$ cat src/rtl/alu_arbiter_if.sv
// Request, response and ALU-side signals of the shared add/sub ALU arbiter.
// The slave modport is the arbiter; the master modport is the requesters plus the ALU.
interface alu_arbiter_if #(
  parameter int unsigned DATA_WIDTH = 32
);
  localparam int unsigned OP_W = 3;

  logic                  i_req0_valid;
  logic                  i_req1_valid;
  logic                  o_req0_ready;
  logic                  o_req1_ready;
  logic [OP_W-1:0]       i_req0_op;
  logic [OP_W-1:0]       i_req1_op;
  logic [DATA_WIDTH-1:0] i_req0_a;
  logic [DATA_WIDTH-1:0] i_req0_b;
  logic [DATA_WIDTH-1:0] i_req1_a;
  logic [DATA_WIDTH-1:0] i_req1_b;

  logic                  o_rsp0_valid;
  logic                  o_rsp1_valid;
  logic                  i_rsp0_ready;
  logic                  i_rsp1_ready;
  logic [DATA_WIDTH-1:0] o_rsp_data;
  logic                  o_rsp_overflow;
  logic                  o_rsp_illegal;

  logic [OP_W-1:0]       o_alu_op;
  logic [DATA_WIDTH-1:0] o_alu_a;
  logic [DATA_WIDTH-1:0] o_alu_b;
  logic [DATA_WIDTH-1:0] i_alu_data;
  logic                  i_alu_overflow;
  logic                  o_busy;

  modport slave (
    input  i_req0_valid, i_req1_valid, i_req0_op, i_req1_op,
           i_req0_a, i_req0_b, i_req1_a, i_req1_b,
           i_rsp0_ready, i_rsp1_ready, i_alu_data, i_alu_overflow,
    output o_req0_ready, o_req1_ready, o_rsp0_valid, o_rsp1_valid,
           o_rsp_data, o_rsp_overflow, o_rsp_illegal,
           o_alu_op, o_alu_a, o_alu_b, o_busy
  );

  modport master (
    output i_req0_valid, i_req1_valid, i_req0_op, i_req1_op,
           i_req0_a, i_req0_b, i_req1_a, i_req1_b,
           i_rsp0_ready, i_rsp1_ready, i_alu_data, i_alu_overflow,
    input  o_req0_ready, o_req1_ready, o_rsp0_valid, o_rsp1_valid,
           o_rsp_data, o_rsp_overflow, o_rsp_illegal,
           o_alu_op, o_alu_a, o_alu_b, o_busy
  );
endinterface

$ cat src/rtl/alu_arbiter.sv
// Two-requester round-robin arbiter and sequencer for the shared add/sub ALU.
// One operation in flight: accept (IDLE) -> ALU evaluates (EXEC) -> response held (RESP).
module alu_arbiter #(
  parameter int unsigned DATA_WIDTH = 32
) (
  input logic          i_clk,
  input logic          i_rst_n,
  alu_arbiter_if.slave bus
);
  localparam int unsigned     OP_W   = 3;
  localparam logic [OP_W-1:0] OP_ADD = 3'd0;
  localparam logic [OP_W-1:0] OP_SUB = 3'd1;

  typedef enum logic [1:0] {
    IDLE = 2'd0,
    EXEC = 2'd1,
    RESP = 2'd2
  } state_t;

  state_t                state_q;
  state_t                state_d;
  logic                  last_grant_q;
  logic                  owner_q;
  logic                  grant0;
  logic                  grant1;
  logic                  accept;
  logic                  take;
  logic                  op_legal;
  logic [OP_W-1:0]       alu_op_q;
  logic [DATA_WIDTH-1:0] alu_a_q;
  logic [DATA_WIDTH-1:0] alu_b_q;
  logic [DATA_WIDTH-1:0] rsp_data_q;
  logic                  rsp_ovf_q;
  logic                  rsp_ill_q;
  logic                  rsp0_valid_q;
  logic                  rsp1_valid_q;
  logic                  busy_q;

  assign op_legal = (alu_op_q == OP_ADD) || (alu_op_q == OP_SUB);

  // Next state and grant; on a tie the requester that was not granted last wins.
  always_comb begin
    state_d = state_q;
    grant0  = 1'b0;
    grant1  = 1'b0;
    accept  = 1'b0;
    take    = 1'b0;
    case (state_q)
      IDLE: begin
        grant0 = bus.i_req0_valid && (!bus.i_req1_valid || last_grant_q);
        grant1 = bus.i_req1_valid && (!bus.i_req0_valid || !last_grant_q);
        accept = grant0 || grant1;
        if (accept) state_d = EXEC;
      end
      EXEC: state_d = RESP;
      RESP: begin
        take = owner_q ? bus.i_rsp1_ready : bus.i_rsp0_ready;
        if (take) state_d = IDLE;
      end
      default: state_d = IDLE;
    endcase
  end

  always_ff @(posedge i_clk or negedge i_rst_n) begin
    if (!i_rst_n) begin
      state_q      <= IDLE;
      last_grant_q <= 1'b1;
      owner_q      <= 1'b0;
      alu_op_q     <= '0;
      alu_a_q      <= '0;
      alu_b_q      <= '0;
      rsp_data_q   <= '0;
      rsp_ovf_q    <= 1'b0;
      rsp_ill_q    <= 1'b0;
      rsp0_valid_q <= 1'b0;
      rsp1_valid_q <= 1'b0;
      busy_q       <= 1'b0;
    end else begin
      state_q      <= state_d;
      busy_q       <= (state_d != IDLE);
      rsp0_valid_q <= (state_d == RESP) && !owner_q;
      rsp1_valid_q <= (state_d == RESP) && owner_q;
      if (accept) begin
        owner_q      <= grant1;
        last_grant_q <= grant1;
        alu_op_q     <= grant1 ? bus.i_req1_op : bus.i_req0_op;
        alu_a_q      <= grant1 ? bus.i_req1_a  : bus.i_req0_a;
        alu_b_q      <= grant1 ? bus.i_req1_b  : bus.i_req0_b;
      end
      // Capture the ALU result; illegal ops report a zero result instead.
      if (state_q == EXEC) begin
        rsp_data_q <= op_legal ? bus.i_alu_data : '0;
        rsp_ovf_q  <= op_legal && bus.i_alu_overflow;
        rsp_ill_q  <= !op_legal;
      end
    end
  end

  assign bus.o_req0_ready   = grant0;
  assign bus.o_req1_ready   = grant1;
  assign bus.o_rsp0_valid   = rsp0_valid_q;
  assign bus.o_rsp1_valid   = rsp1_valid_q;
  assign bus.o_rsp_data     = rsp_data_q;
  assign bus.o_rsp_overflow = rsp_ovf_q;
  assign bus.o_rsp_illegal  = rsp_ill_q;
  assign bus.o_alu_op       = alu_op_q;
  assign bus.o_alu_a        = alu_a_q;
  assign bus.o_alu_b        = alu_b_q;
  assign bus.o_busy         = busy_q;
endmodule

$ cat src/flat_wrapper.sv
// flat-port wrapper written by rule: the top's interface ports become plain ports
module alu_arbiter_flat 
#(
  parameter int unsigned DATA_WIDTH = 32
)
  (i_clk, i_rst_n, bus_i_req0_valid, bus_i_req1_valid, bus_i_req0_op, bus_i_req1_op, bus_i_req0_a, bus_i_req0_b, bus_i_req1_a, bus_i_req1_b, bus_i_rsp0_ready, bus_i_rsp1_ready, bus_i_alu_data, bus_i_alu_overflow, bus_o_req0_ready, bus_o_req1_ready, bus_o_rsp0_valid, bus_o_rsp1_valid, bus_o_rsp_data, bus_o_rsp_overflow, bus_o_rsp_illegal, bus_o_alu_op, bus_o_alu_a, bus_o_alu_b, bus_o_busy);
  alu_arbiter_if #(.DATA_WIDTH(DATA_WIDTH)) bus_i ();
  input logic i_clk;
  input logic i_rst_n;
  input wire logic [$bits(bus_i.i_req0_valid)-1:0] bus_i_req0_valid;
  input wire logic [$bits(bus_i.i_req1_valid)-1:0] bus_i_req1_valid;
  input wire logic [$bits(bus_i.i_req0_op)-1:0] bus_i_req0_op;
  input wire logic [$bits(bus_i.i_req1_op)-1:0] bus_i_req1_op;
  input wire logic [$bits(bus_i.i_req0_a)-1:0] bus_i_req0_a;
  input wire logic [$bits(bus_i.i_req0_b)-1:0] bus_i_req0_b;
  input wire logic [$bits(bus_i.i_req1_a)-1:0] bus_i_req1_a;
  input wire logic [$bits(bus_i.i_req1_b)-1:0] bus_i_req1_b;
  input wire logic [$bits(bus_i.i_rsp0_ready)-1:0] bus_i_rsp0_ready;
  input wire logic [$bits(bus_i.i_rsp1_ready)-1:0] bus_i_rsp1_ready;
  input wire logic [$bits(bus_i.i_alu_data)-1:0] bus_i_alu_data;
  input wire logic [$bits(bus_i.i_alu_overflow)-1:0] bus_i_alu_overflow;
  output wire logic [$bits(bus_i.o_req0_ready)-1:0] bus_o_req0_ready;
  output wire logic [$bits(bus_i.o_req1_ready)-1:0] bus_o_req1_ready;
  output wire logic [$bits(bus_i.o_rsp0_valid)-1:0] bus_o_rsp0_valid;
  output wire logic [$bits(bus_i.o_rsp1_valid)-1:0] bus_o_rsp1_valid;
  output wire logic [$bits(bus_i.o_rsp_data)-1:0] bus_o_rsp_data;
  output wire logic [$bits(bus_i.o_rsp_overflow)-1:0] bus_o_rsp_overflow;
  output wire logic [$bits(bus_i.o_rsp_illegal)-1:0] bus_o_rsp_illegal;
  output wire logic [$bits(bus_i.o_alu_op)-1:0] bus_o_alu_op;
  output wire logic [$bits(bus_i.o_alu_a)-1:0] bus_o_alu_a;
  output wire logic [$bits(bus_i.o_alu_b)-1:0] bus_o_alu_b;
  output wire logic [$bits(bus_i.o_busy)-1:0] bus_o_busy;
  assign bus_i.i_req0_valid = bus_i_req0_valid;
  assign bus_i.i_req1_valid = bus_i_req1_valid;
  assign bus_i.i_req0_op = bus_i_req0_op;
  assign bus_i.i_req1_op = bus_i_req1_op;
  assign bus_i.i_req0_a = bus_i_req0_a;
  assign bus_i.i_req0_b = bus_i_req0_b;
  assign bus_i.i_req1_a = bus_i_req1_a;
  assign bus_i.i_req1_b = bus_i_req1_b;
  assign bus_i.i_rsp0_ready = bus_i_rsp0_ready;
  assign bus_i.i_rsp1_ready = bus_i_rsp1_ready;
  assign bus_i.i_alu_data = bus_i_alu_data;
  assign bus_i.i_alu_overflow = bus_i_alu_overflow;
  assign bus_o_req0_ready = bus_i.o_req0_ready;
  assign bus_o_req1_ready = bus_i.o_req1_ready;
  assign bus_o_rsp0_valid = bus_i.o_rsp0_valid;
  assign bus_o_rsp1_valid = bus_i.o_rsp1_valid;
  assign bus_o_rsp_data = bus_i.o_rsp_data;
  assign bus_o_rsp_overflow = bus_i.o_rsp_overflow;
  assign bus_o_rsp_illegal = bus_i.o_rsp_illegal;
  assign bus_o_alu_op = bus_i.o_alu_op;
  assign bus_o_alu_a = bus_i.o_alu_a;
  assign bus_o_alu_b = bus_i.o_alu_b;
  assign bus_o_busy = bus_i.o_busy;
  alu_arbiter #(.DATA_WIDTH(DATA_WIDTH)) u_core (.i_clk(i_clk), .i_rst_n(i_rst_n), .bus(bus_i));
endmodule
$ cat config.mk
export PLATFORM = sky130hd
export DESIGN_NAME = alu_arbiter_flat
export DESIGN_NICKNAME = d
export VERILOG_FILES = /design/src/rtl/alu_arbiter_if.sv /design/src/rtl/alu_arbiter.sv /design/src/flat_wrapper.sv
export SDC_FILE = /design/constraint.sdc
export NUM_CORES = 1
export LEC_CHECK = 0
export BUFFER_PORTS_ARGS = -buffer_cell sky130_fd_sc_hd__buf_2
export CORE_MARGIN = 2
export CORE_UTILIZATION = 40
export CTS_CLUSTER_SIZE = 14
export DETAILED_ROUTE_END_ITERATION = 16
export PLACE_DENSITY = 0.7
export SYNTH_ARGS = -nofsm -noshare
export SYNTH_HDL_FRONTEND = slang
export SYNTH_SLANG_ARGS = --single-unit
$ cat constraint.sdc
create_clock -name i_clk -period 3.21 [get_ports i_clk]
set_clock_uncertainty 0.2 [all_clocks]
set_input_delay 0.8025 -clock i_clk [delete_from_list [all_inputs] [get_ports i_clk]]
set_output_delay 0.8025 -clock i_clk [all_outputs]
set_load 0.03 [all_outputs]
==> results of run 1 <==
## cell usage in the layout, fill, tap and decap left out, types with 2 or more instances in the layout
master	instances
a22o_1	33
nor2_1	6
inv_1	2
clkinv_2	3
o2111ai_1	67
nand3b_1	67
and2b_1	2
buf_4	14
o21ai_1	12
buf_2	277
dfrtp_1	107
clkbuf_16	9
o21ai_0	56
clkinv_4	2
nor2_4	2
and3_1	67
## power by group through the flow
stage	clock network, mW	registers [mW]	logic, mW
6_report	1.06	2.37	4.03
5_1_grt	1.14	2.45	4.31
2_1_floorplan	0	3.59	1.63
3_3_place_gp	0	2.36	3.95
4_1_cts	1.08	2.37	4.03
3_5_place_dp	0	2.39	4.02
## registers in the layout (all words and copies together) (netlist names)
name	flops
u_core.bus.o_alu_op	3
u_core.bus.o_alu_b	32
u_core.bus.o_rsp_data	32
u_core.state_q	2
u_core.owner_q	1
u_core.bus.o_busy	1
u_core.bus.o_rsp_illegal	1
u_core.last_grant_q	1
u_core.bus.o_rsp0_valid	1
u_core.bus.o_rsp_overflow	1
u_core.bus.o_rsp1_valid	1
u_core.bus.o_alu_a	32
## final cells by class
cell class | count | area, um2 | share of cell area
multi-input combinational | 323 | 2300 | 0.327
inverter | 3 | 11.3 | 0.00160
sequential | 108 | 2700 | 0.385
timing repair buffer | 292 | 1510 | 0.215
antenna | 1 | 2.50 | 0.000356
clock inverter | 6 | 40.0 | 0.00570
tap | 176 | 220 | 0.0313
clock buffer | 10 | 239 | 0.0340
## path summary, 6_finish.rpt
kind / endpoint / start / slack (ns) / depth (start not counted)
worst max-delay path: bus_o_req1_ready / bus_i_req1_valid / 0.71 / 4
worst min-delay path: u_core.bus.o_rsp0_valid$_DFF_PN0_ / u_core.owner_q$_DFFE_PN0P_ / 0.29 / 1
worst max register to register: u_core.bus.o_alu_b[20]$_DFFE_PN0P_ / u_core.state_q[1]$_DFF_PN0_ / 1.09 / 4
worst min register to register: u_core.bus.o_rsp0_valid$_DFF_PN0_ / u_core.owner_q$_DFFE_PN0P_ / 0.29 / 1
max in group asynchronous: u_core.bus.o_rsp0_valid$_DFF_PN0_ / i_rst_n / 2.05 / 2
min in group asynchronous: u_core.bus.o_rsp_data[3]$_DFFE_PN0N_ / i_rst_n / 0.34 / 2
## metrics by stage
step                      instance area (um2)  setup WS [ns]  cells
after floorplan                          5340          0.479    500
after global placement                   6740          0.724    902
after detailed placement                 6740          0.707    902
after CTS                                7020          0.701    918
after global routing                     7030          0.650    919
final                                    7030          0.707    919
## layer usage
metal	global-route usage	share of wire	wire, um
met1	0.326	0.41	7430
met2	0.412	0.49	8750
met3	0.0475	0.077	1390
met4	0.0875	0.020	365
met5	0	0	0
## kinds of logic (layout without fill, tap and decap cells)
family	Yosys count	after routing	synth area share
DFF	108	108	0.507
and+or+nand+nor	150	150	0.192
other	0	1	0
muxes	1	1	0.00188
AOI/OAI and AO/OA	172	172	0.233
buffers and inverters	69	311	0.0657
==> results.tsv, run 1 <==
stage	metric	value	unit
status	status	finished clean	
grt	antenna_found_initial	1	
floorplanning	die_y	119	um
clocking	cts_sinks	108	
sta	hold_slack	0.293	ns
cells_and_area	num-nets-final	910	
floorplanning	start_util	0.406	
placement	globalplace.congestion	0.825	
floorplanning	dieArea	14300	um2
floorplanning	io_pins	279	
clocking	clk_path_buf_depth	2	
route	drt_iter0_drc	440	
sta	relSlewSlack	0.465	
setup_path	crit_slowest_cell	nor3b_4	
power_and_ir_drop	power_switching	3.67	mW
yosys	ys.flop_type	dfrtp_1	
clocking	cts_tree	yes	
clocking	clock-root-buffer	clkbuf_16	
power_and_ir_drop	p_seq_frac	0.317	
clocking	cts.repair.resized	0	
grt	grt_use_total	0.248	
sta	fin_tns_setup	0	ns
sta	setup_violations	0	
grt	grt_max_degree	109	
yosys	syn_nets	673	
floorplanning	design.core.area	13100	um2
power_and_ir_drop	p_per_area	1060	nW/um2
yosys	synthMostInstantiatedCell	dfrtp_1	
route	first_pass_iters	5	
sta	slew_viol_final	0	
yosys	yosys_warnings	0	
yosys	synth.avg_cell_area	10.7	um2
grt	grt.overflow.total	0	
route	drt-total-wl	17900	um
sta	period_share	0.780	
clocking	worst_skew_pair.late_latency	0.34	ns
power_and_ir_drop	ir_drop	1.12	mV
power_and_ir_drop	power_frac_comb	0.541	
sta	worst_slew_pin_slew	0.803	ns
setup_path	crit_path_cell_trace	buf_2, nor3b_4, and2_1, buf_2	
yosys	synth_common_cells	dfrtp_1, and3_1, nand3b_1, o2111ai_1, o21ai_0	
power_and_ir_drop	swShare	0.492	
floorplanning	die_x	119	um
power_and_ir_drop	clock_power_share	0.142	
yosys	synth_top_area_frac	0.502	
clocking	cts-hold-fix-buffers	0	
sta	grt_setup_unrepaired	false	
grt	grt_pass1_wl	28500	um
clocking	cts.clk_slew.worst_paths	0.07	ns
setup_path	path_max_fanout	3	
yosys	synth_edf_count	0	
cells_and_area	postLayoutCoreUtil	0.535	
route	num_vias	5396	
setup_path	crit_path_max_incr_delay	0.20	ns
route	vias_per_cell	5.87	
sta	period_needed	2.50	ns
grt	grt_pass1_vias	5427	
cells_and_area	fillers	1196	
clocking	h-tree-depth	3	
sta	fmax	400	MHz
min_path	min_path_type	reg2reg	
yosys	synthCells	500	
setup_path	critPathTopFamily	simple AND/OR/NAND/NOR gates	
setup_path	worstPathArrival	1.50	ns
setup_path	cp_num_buf_inv	2	
setup_path	worst_setup_path_end_kind	output port	
yosys	netlist_top_cells_area	dfrtp_1, o2111ai_1, nand3b_1	
cells_and_area	synthToLayoutAreaGrowth	31.7	%
yosys	yosys_register_bits	108	
sta	hold_viol	0	
setup_path	critPathLaunchType	input port	
route	drcViolationCount	0	
run	drv_cap	0	
floorplanning	rows	42	
clocking	cts-buffers-inserted	9	
setup_path	worstPathRequired	2.21	ns
setup_path	crit_path_frequent_cell	buf_2	
setup_path	path_class	in2out	
route	wire_per_inst	19.5	um
power_and_ir_drop	p_leak	3.68	nW
yosys	syn-cell-area	5340	um2
yosys	yosysUniqueCellTypes	30	
power_and_ir_drop	internal_power	3.79	mW
power_and_ir_drop	total_power	7.46	mW
yosys	synthArstFlopShare	1.00	
placement	hpwl	11400	um
yosys	yosys.area.top_type	dfrtp_1	
yosys	yosysSeqAreaShare	0.507	
clocking	cts_setup_buffers	0	
placement	port-buffer-count	278	
route	ant_nets	0	
cells_and_area	drive_above_1_share	0.426	
Note: power is estimated with default switching activity, not from simulation.
==> run 2, diff against run 1 <==
--- a/config.mk
+++ b/config.mk
@@ -5,6 +5,7 @@
 export SDC_FILE = /design/constraint.sdc
 export NUM_CORES = 1
 export LEC_CHECK = 0
+export ABC_AREA = 1
 export BUFFER_PORTS_ARGS = -buffer_cell sky130_fd_sc_hd__buf_2
 export CORE_MARGIN = 2
 export CORE_UTILIZATION = 40
==> constraint.sdc (replaced) <==
create_clock -name i_clk -period 2.4 [get_ports i_clk]
set_clock_uncertainty 0.2 [all_clocks]
set_input_delay 0.6 -clock i_clk [delete_from_list [all_inputs] [get_ports i_clk]]
set_output_delay 0.6 -clock i_clk [all_outputs]
set_load 0.03 [all_outputs]
==> results.tsv, run 2 <==
stage	metric	value	unit
status	status	finished clean	
sta	fmax	465	MHz
yosys	synth.avg_cell_area	7.29	um2
clocking	cts_tree	yes	
route	ant_nets	0	
sta	relSlewSlack	0.519	
yosys	synthCells	754	
clocking	cts.clk_slew.worst_paths	0.07	ns
route	drt-total-wl	16800	um
setup_path	path_class	reg2out	
setup_path	crit_path_cell_trace	nor2_4, nand3_2, inv_1, buf_2	
route	first_pass_iters	5	
yosys	yosys_warnings	0	
yosys	synthMostInstantiatedCell	nand2_1	
floorplanning	rows	42	
clocking	cts-buffers-inserted	9	
setup_path	path_max_fanout	4	
cells_and_area	mostFrequentLayoutCell	buf_2	
clocking	h-tree-depth	3	
sta	worst_slew_pin_slew	0.721	ns
yosys	synth_edf_count	0	
cells_and_area	multi_input_area	2040	um2
setup_path	cp_num_buf_inv	2	
cells_and_area	num-nets-final	1178	
route	wire_per_inst	14.2	um
setup_path	worst_setup_path_end_kind	output port	
setup_path	cp_num_cells	4	
route	num_vias	5814	
run	drv_cap	0	
setup_path	crit_path_max_incr_delay	0.43	ns
yosys	synth_xor_xnor_area_share	0	
setup_path	reg2reg_to	u_core.bus.o_alu_b[19]$_DFFE_PN0P_	
yosys	synthAdderAreaFrac	0	
grt	grt.overflow.total	0	
setup_path	cp-endpoint	bus_o_req1_ready	
yosys	synth_top_family_by_area	simple AND/OR/NAND/NOR gates	
clocking	cts_sinks	108	
placement	hpwl	11600	um
yosys	synth_top_area_frac	0.487	
yosys	syn-cell-area	5490	um2
power_and_ir_drop	p_leak	4.68	nW
yosys	yosys.area.top_type	dfrtp_1	
grt	grtUsageMet2	0.380	
floorplanning	start_util	0.412	
setup_path	r2r-start	u_core.state_q[1]$_DFF_PN0_	
sta	period_share	0.896	
setup_path	critPathTopFamily	flip-flops	
yosys	synth-compound-area-share	0.00706	
floorplanning	die_y	121	um
min_path	min_path_type	in2async	
yosys	yosys_register_bits	108	
grt	gr-usage-met1	0.307	
clocking	clock-root-buffer	clkbuf_16	
yosys	synth_common_cells	nand2_1, inv_1, dfrtp_1, nand3_1, nand4_1	
power_and_ir_drop	p_per_area	1410	nW/um2
yosys	netlist_top_cells_area	dfrtp_1, nand2_1, inv_1	
route	drcViolationCount	0	
placement	globalplace.congestion	0.776	
cells_and_area	seqCellArea	2700	um2
sta	fin_tns_setup	0	ns
cells_and_area	drive_above_1_share	0.315	
floorplanning	io_pins	279	
sta	slew_viol_final	0	
grt	grt_pass1_wl	27100	um
grt	busiest_layer	met2	
sta	setup_violations	0	
setup_path	crit_slowest_cell	dfrtp_1	
setup_path	ff2ff_path_depth	7	
yosys	syn_nets	927	
yosys	ys.flop_type	dfrtp_1	
cells_and_area	final_cell_mix	buf_2, nand2_1, inv_1	
floorplanning	dieArea	14700	um2
setup_path	critPathLaunchType	flop	
sta	grt_setup_unrepaired	false	
floorplanning	design.core.area	13300	um2
grt	grt_max_degree	70	
setup_path	cp-startpoint	u_core.state_q[1]$_DFF_PN0_	
clocking	clk_path_buf_depth	2	
cells_and_area	fillers	1345	
floorplanning	die_x	121	um
route	vias_per_cell	4.90	
route	drt_iter0_drc	413	
grt	grt_pass1_vias	5539	
setup_path	r2r_slack	0.36	ns
yosys	synthArstFlopShare	1.00	
sta	hold_viol	0	
setup_path	worstPathArrival	1.35	ns
power_and_ir_drop	ir_drop	0.621	mV
yosys	yosysUniqueCellTypes	18	
setup_path	worstPathRequired	1.60	ns
grt	grt_use_total	0.230	
yosys	synth_mux_area_frac	0	
yosys	synth-simple-area-share	0.361	
grt	grtUsageMet3	0.0385	
grt	antenna_found_initial	1	
sta	hold_slack	0.0302	ns
placement	port-buffer-count	278	
yosys	yosysSeqAreaShare	0.492	
sta	period_needed	2.15	ns
clocking	worst_skew_pair.late_latency	0.34	ns
cells_and_area	synthToLayoutAreaGrowth	34.8	%
## run 2: changes by cell type after synthesis, moves of 67 or more
cell,delta
nand3_1,+102
nand3b_1,-67
o2111ai_1,-67
and3_1,-67
nand2_1,+273
inv_1,+134
nand4_1,+68
## run 2: final cells by class
type / count / share of cell area
timing repair buffer: 293 / 0.215
clock buffer: 10 / 0.0323
tap: 176 / 0.0297
sequential: 108 / 0.365
multi-input combinational: 453 / 0.275
clock inverter: 5 / 0.0112
inverter: 140 / 0.0710
antenna: 1 / 0.000338
## run 2: kinds of logic (layout without fill, tap and decap cells)
logic type	Yosys count	in the layout
and+or+nand+nor	446	446
buffers and inverters	193	448
DFF	108	108
AOI/OAI and AO/OA	7	7
other	0	1
## run 2: worst register-to-register path, delay by kind of cell, from the launching register on
kind / cells / cell delay, ns
DFF: 1 / 0.43
AOI/OAI and AO/OA: 1 / 0.09
buffers and inverters: 3 / 0.89
and+or+nand+nor: 3 / 0.36
## run 2: layer usage
metal,vias to the layer above,part of all wire
met1,2705,0.43
met5,-,0
met2,245,0.48
li1,2837,-
met3,27,0.070
met4,0,0.024
## run 2: what timing repair did
item,in CTS,in global routing
resized for setup,0,0
setup buffers,2,0
endpoints found under the setup margin,1,0
hold buffers,0,0
## run 2: power breakdown
group / leakage (nW) / total (mW) / switching [mW] / internal, mW
Sequential: 1.35 / 3.18 / 0.474 / 2.71
Clock: 0.159 / 1.62 / 0.673 / 0.945
Combinational: 3.17 / 5.66 / 4.07 / 1.59
Total: 4.68 / 10.5 / 5.22 / 5.24
## run 2: through the flow
step | cells | total power, mW | setup slack, ns | utilization | area, um2
2_1_floorplan | 754 | 7.06 | 0.161 | - | 5490
3_3_place_gp | 1168 | 8.81 | 0.294 | 0.529 | 7070
3_5_place_dp | 1168 | 8.87 | 0.274 | 0.529 | 7070
4_1_cts | 1185 | 10.5 | 0.225 | 0.555 | 7400
5_1_grt | 1186 | 11.2 | 0.132 | 0.555 | 7410
6_report | 1186 | 10.5 | 0.249 | 0.555 | 7410
## run 2: worst min path at each step
stage	from	to	slack, ns	cells after the start
detailed placement	u_core.owner_q$_DFFE_PN0P_	u_core.bus.o_rsp0_valid$_DFF_PN0_	0.24	1
finish	i_rst_n	u_core.bus.o_rsp_data[17]$_DFFE_PN0N_	0.03	1
floorplan	i_rst_n	u_core.bus.o_alu_a[0]$_DFFE_PN0P_	0.10	0
global route	i_rst_n	u_core.bus.o_rsp_data[17]$_DFFE_PN0N_	0.05	1
global placement	u_core.owner_q$_DFFE_PN0P_	u_core.bus.o_rsp0_valid$_DFF_PN0_	0.23	1
CTS	i_rst_n	u_core.bus.o_rsp_data[16]$_DFFE_PN0N_	0.05	1
==> run 3, diff against run 2 <==
--- a/config.mk
+++ b/config.mk
@@ -9,6 +9,7 @@
 export BUFFER_PORTS_ARGS = -buffer_cell sky130_fd_sc_hd__buf_2
 export CORE_MARGIN = 2
 export CORE_UTILIZATION = 40
+export CTS_CLUSTER_DIAMETER = 200
 export CTS_CLUSTER_SIZE = 14
 export DETAILED_ROUTE_END_ITERATION = 16
 export PLACE_DENSITY = 0.7
==> constraint.sdc (replaced) <==
create_clock -name i_clk -period 2.4 [get_ports i_clk]
set_clock_uncertainty 0.2 [all_clocks]
set_input_delay 0.6 -clock i_clk [delete_from_list [all_inputs] [get_ports i_clk]]
set_output_delay 0.6 -clock i_clk [all_outputs]
set_load 0.005 [all_outputs]
==> results.tsv, run 3 (same netlist as run 2, synthesis figures left out) <==
stage	metric	value	unit
sta	worst_slack	0.254	ns
grt	grt_max_degree	70	
status	status	finished clean	
route	drt-total-wl	16900	um
cells_and_area	postLayoutCoreUtil	0.552	
cells_and_area	design_area	7370	um2
grt	grt_pass1_vias	5444	
clocking	cts.repair.resized	0	
setup_path	critPathTopFamily	flip-flops	
power_and_ir_drop	p_per_area	1180	nW/um2
clocking	clock-root-buffer	clkbuf_16	
route	num_vias	5748	
power_and_ir_drop	total_power	8.71	mW
placement	placed_cell_area	7040	um2
route	drt_iter0_drc	370	
cells_and_area	num-nets-final	1178	
floorplanning	dieArea	14700	um2
setup_path	worst_setup_path_end_kind	output port	
cells_and_area	diodes	0	
min_path	min_path_type	reg2reg	
sta	period_needed	2.15	ns
floorplanning	rows	42	
route	ant_nets	0	
grt	antenna_found_initial	0	
sta	slew_viol_final	0	
setup_path	crit_slowest_cell	dfrtp_1	
floorplanning	io_pins	279	
sta	period_share	0.894	
power_and_ir_drop	ir_drop	0.517	mV
power_and_ir_drop	p_leak	4.67	nW
sta	fmax	466	MHz
placement	port-buffer-count	278	
power_and_ir_drop	internal_power	5.09	mW
clocking	cts.clk_slew.worst_paths	0.07	ns
sta	fin_tns_setup	0	ns
setup_path	crit_path_max_incr_delay	0.43	ns
setup_path	critPathLaunchType	flop	
cells_and_area	final_cell_mix	buf_2, nand2_1, inv_1	
floorplanning	design.core.area	13300	um2
clocking	cts_tree	yes	
clocking	cts_sinks	108	
route	first_pass_iters	5	
setup_path	worstPathRequired	1.60	ns
sta	worst_slew_pin_slew	0.680	ns
cells_and_area	final_cells	1186	
sta	grt_setup_unrepaired	false	
route	drcViolationCount	0	
power_and_ir_drop	clock_power_share	0.183	
placement	dp_slack	0.371	ns
setup_path	worstPathArrival	1.35	ns
clocking	cts-buffers-inserted	9	
power_and_ir_drop	swShare	0.416	
clocking	h-tree-depth	3	
setup_path	path_class	reg2out	
power_and_ir_drop	p_seq_frac	0.366	
floorplanning	start_util	0.412	
power_and_ir_drop	power_switching	3.62	mW
sta	relSlewSlack	0.546	
grt	grt.overflow.total	0	
sta	hold_slack	0.264	ns
sta	hold_viol	0	
placement	hpwl	11600	um
route	wire_per_inst	14.3	um
clocking	worst_skew_pair.late_latency	0.35	ns
grt	grt_use_total	0.232	
floorplanning	die_y	121	um
placement	globalplace.congestion	0.793	
cells_and_area	mostFrequentLayoutCell	buf_2	
setup_path	crit_path_cell_trace	nor2_4, nand2_1, a21oi_1, buf_2	
setup_path	path_max_fanout	4	
floorplanning	die_x	121	um
clocking	clk_path_buf_depth	2	
route	vias_per_cell	4.85	
sta	setup_violations	0	
cells_and_area	synthToLayoutAreaGrowth	34.1	%
run	drv_cap	0	
setup_path	cp_num_buf_inv	1	
power_and_ir_drop	power_frac_comb	0.451	
placement	numPlacedInstances	1169	
cells_and_area	fillers	1324	
cells_and_area	drive_above_1_share	0.315	
grt	grt_pass1_wl	27000	um
clocking	cts_setup_buffers	0	
## run 3: cell types whose count changed in the layout (fill, tap and decap cells not counted), sizes merged
cell         before  now
clkinv            1    2
dlygate4sd3       0    1
buf             293  292
clkbuf           10   11
diode             1    0
bufinv            2    1
## run 3: repair_timing
item | in CTS | in global routing
hold buffers | 1 | 0
endpoints found under the hold margin | 10 | 0
setup endpoints to repair | 0 | 0
## run 3: metal layers
layer | part of all wire | wire (um) | track usage
met1 | 0.44 | 7420 | 0.308
met5 | 0 | 0 | 0
met2 | 0.48 | 8090 | 0.383
met3 | 0.067 | 1140 | 0.0399
met4 | 0.018 | 297 | 0.0826
## run 3: final cells by class
cell class	count	area, um2	area share
Timing Repair Buffer	293	1560	0.212
Multi-Input combinational cell	453	2040	0.277
Sequential cell	108	2700	0.367
Inverter	140	526	0.0713
Clock inverter	5	67.6	0.00917
Tap cell	176	220	0.0299
Clock buffer	11	253	0.0343
## run 3: final timing paths
kind / slack (ns) / startpoint / endpoint / cells past startpoint
min reg2reg: 0.26 / u_core.owner_q$_DFFE_PN0P_ / u_core.bus.o_rsp0_valid$_DFF_PN0_ / 1
max in group asynchronous: 0.98 / i_rst_n / u_core.bus.o_alu_a[11]$_DFFE_PN0P_ / 3
max: 0.25 / u_core.state_q[1]$_DFF_PN0_ / bus_o_req0_ready / 4
min: 0.26 / u_core.owner_q$_DFFE_PN0P_ / u_core.bus.o_rsp0_valid$_DFF_PN0_ / 1
max reg2reg: 0.53 / u_core.state_q[1]$_DFF_PN0_ / u_core.bus.o_alu_b[22]$_DFFE_PN0P_ / 5
min in group asynchronous: 0.45 / i_rst_n / u_core.bus.o_rsp_data[17]$_DFFE_PN0N_ / 2
## run 3: worst register-to-register path, cell delays in order (launching register included)
cell and delay [ns]:
dfrtp_1 0.43, nor2_4 0.18, buf_4 0.55, nand4_1 0.21, nand3_1 0.14, nand2_1 0.05
## run 3: power groups by stage
| stage | Combinational, mW | Sequential (mW) | Clock [mW] |
|---|---|---|---|
| floorplan | 2.22 | 3.25 | 0 |
| global placement | 3.92 | 3.20 | 0 |
| detailed placement | 3.99 | 3.19 | 0 |
| CTS | 3.99 | 3.18 | 1.63 |
| global route | 4.43 | 3.29 | 1.70 |
| finish | 3.93 | 3.18 | 1.59 |
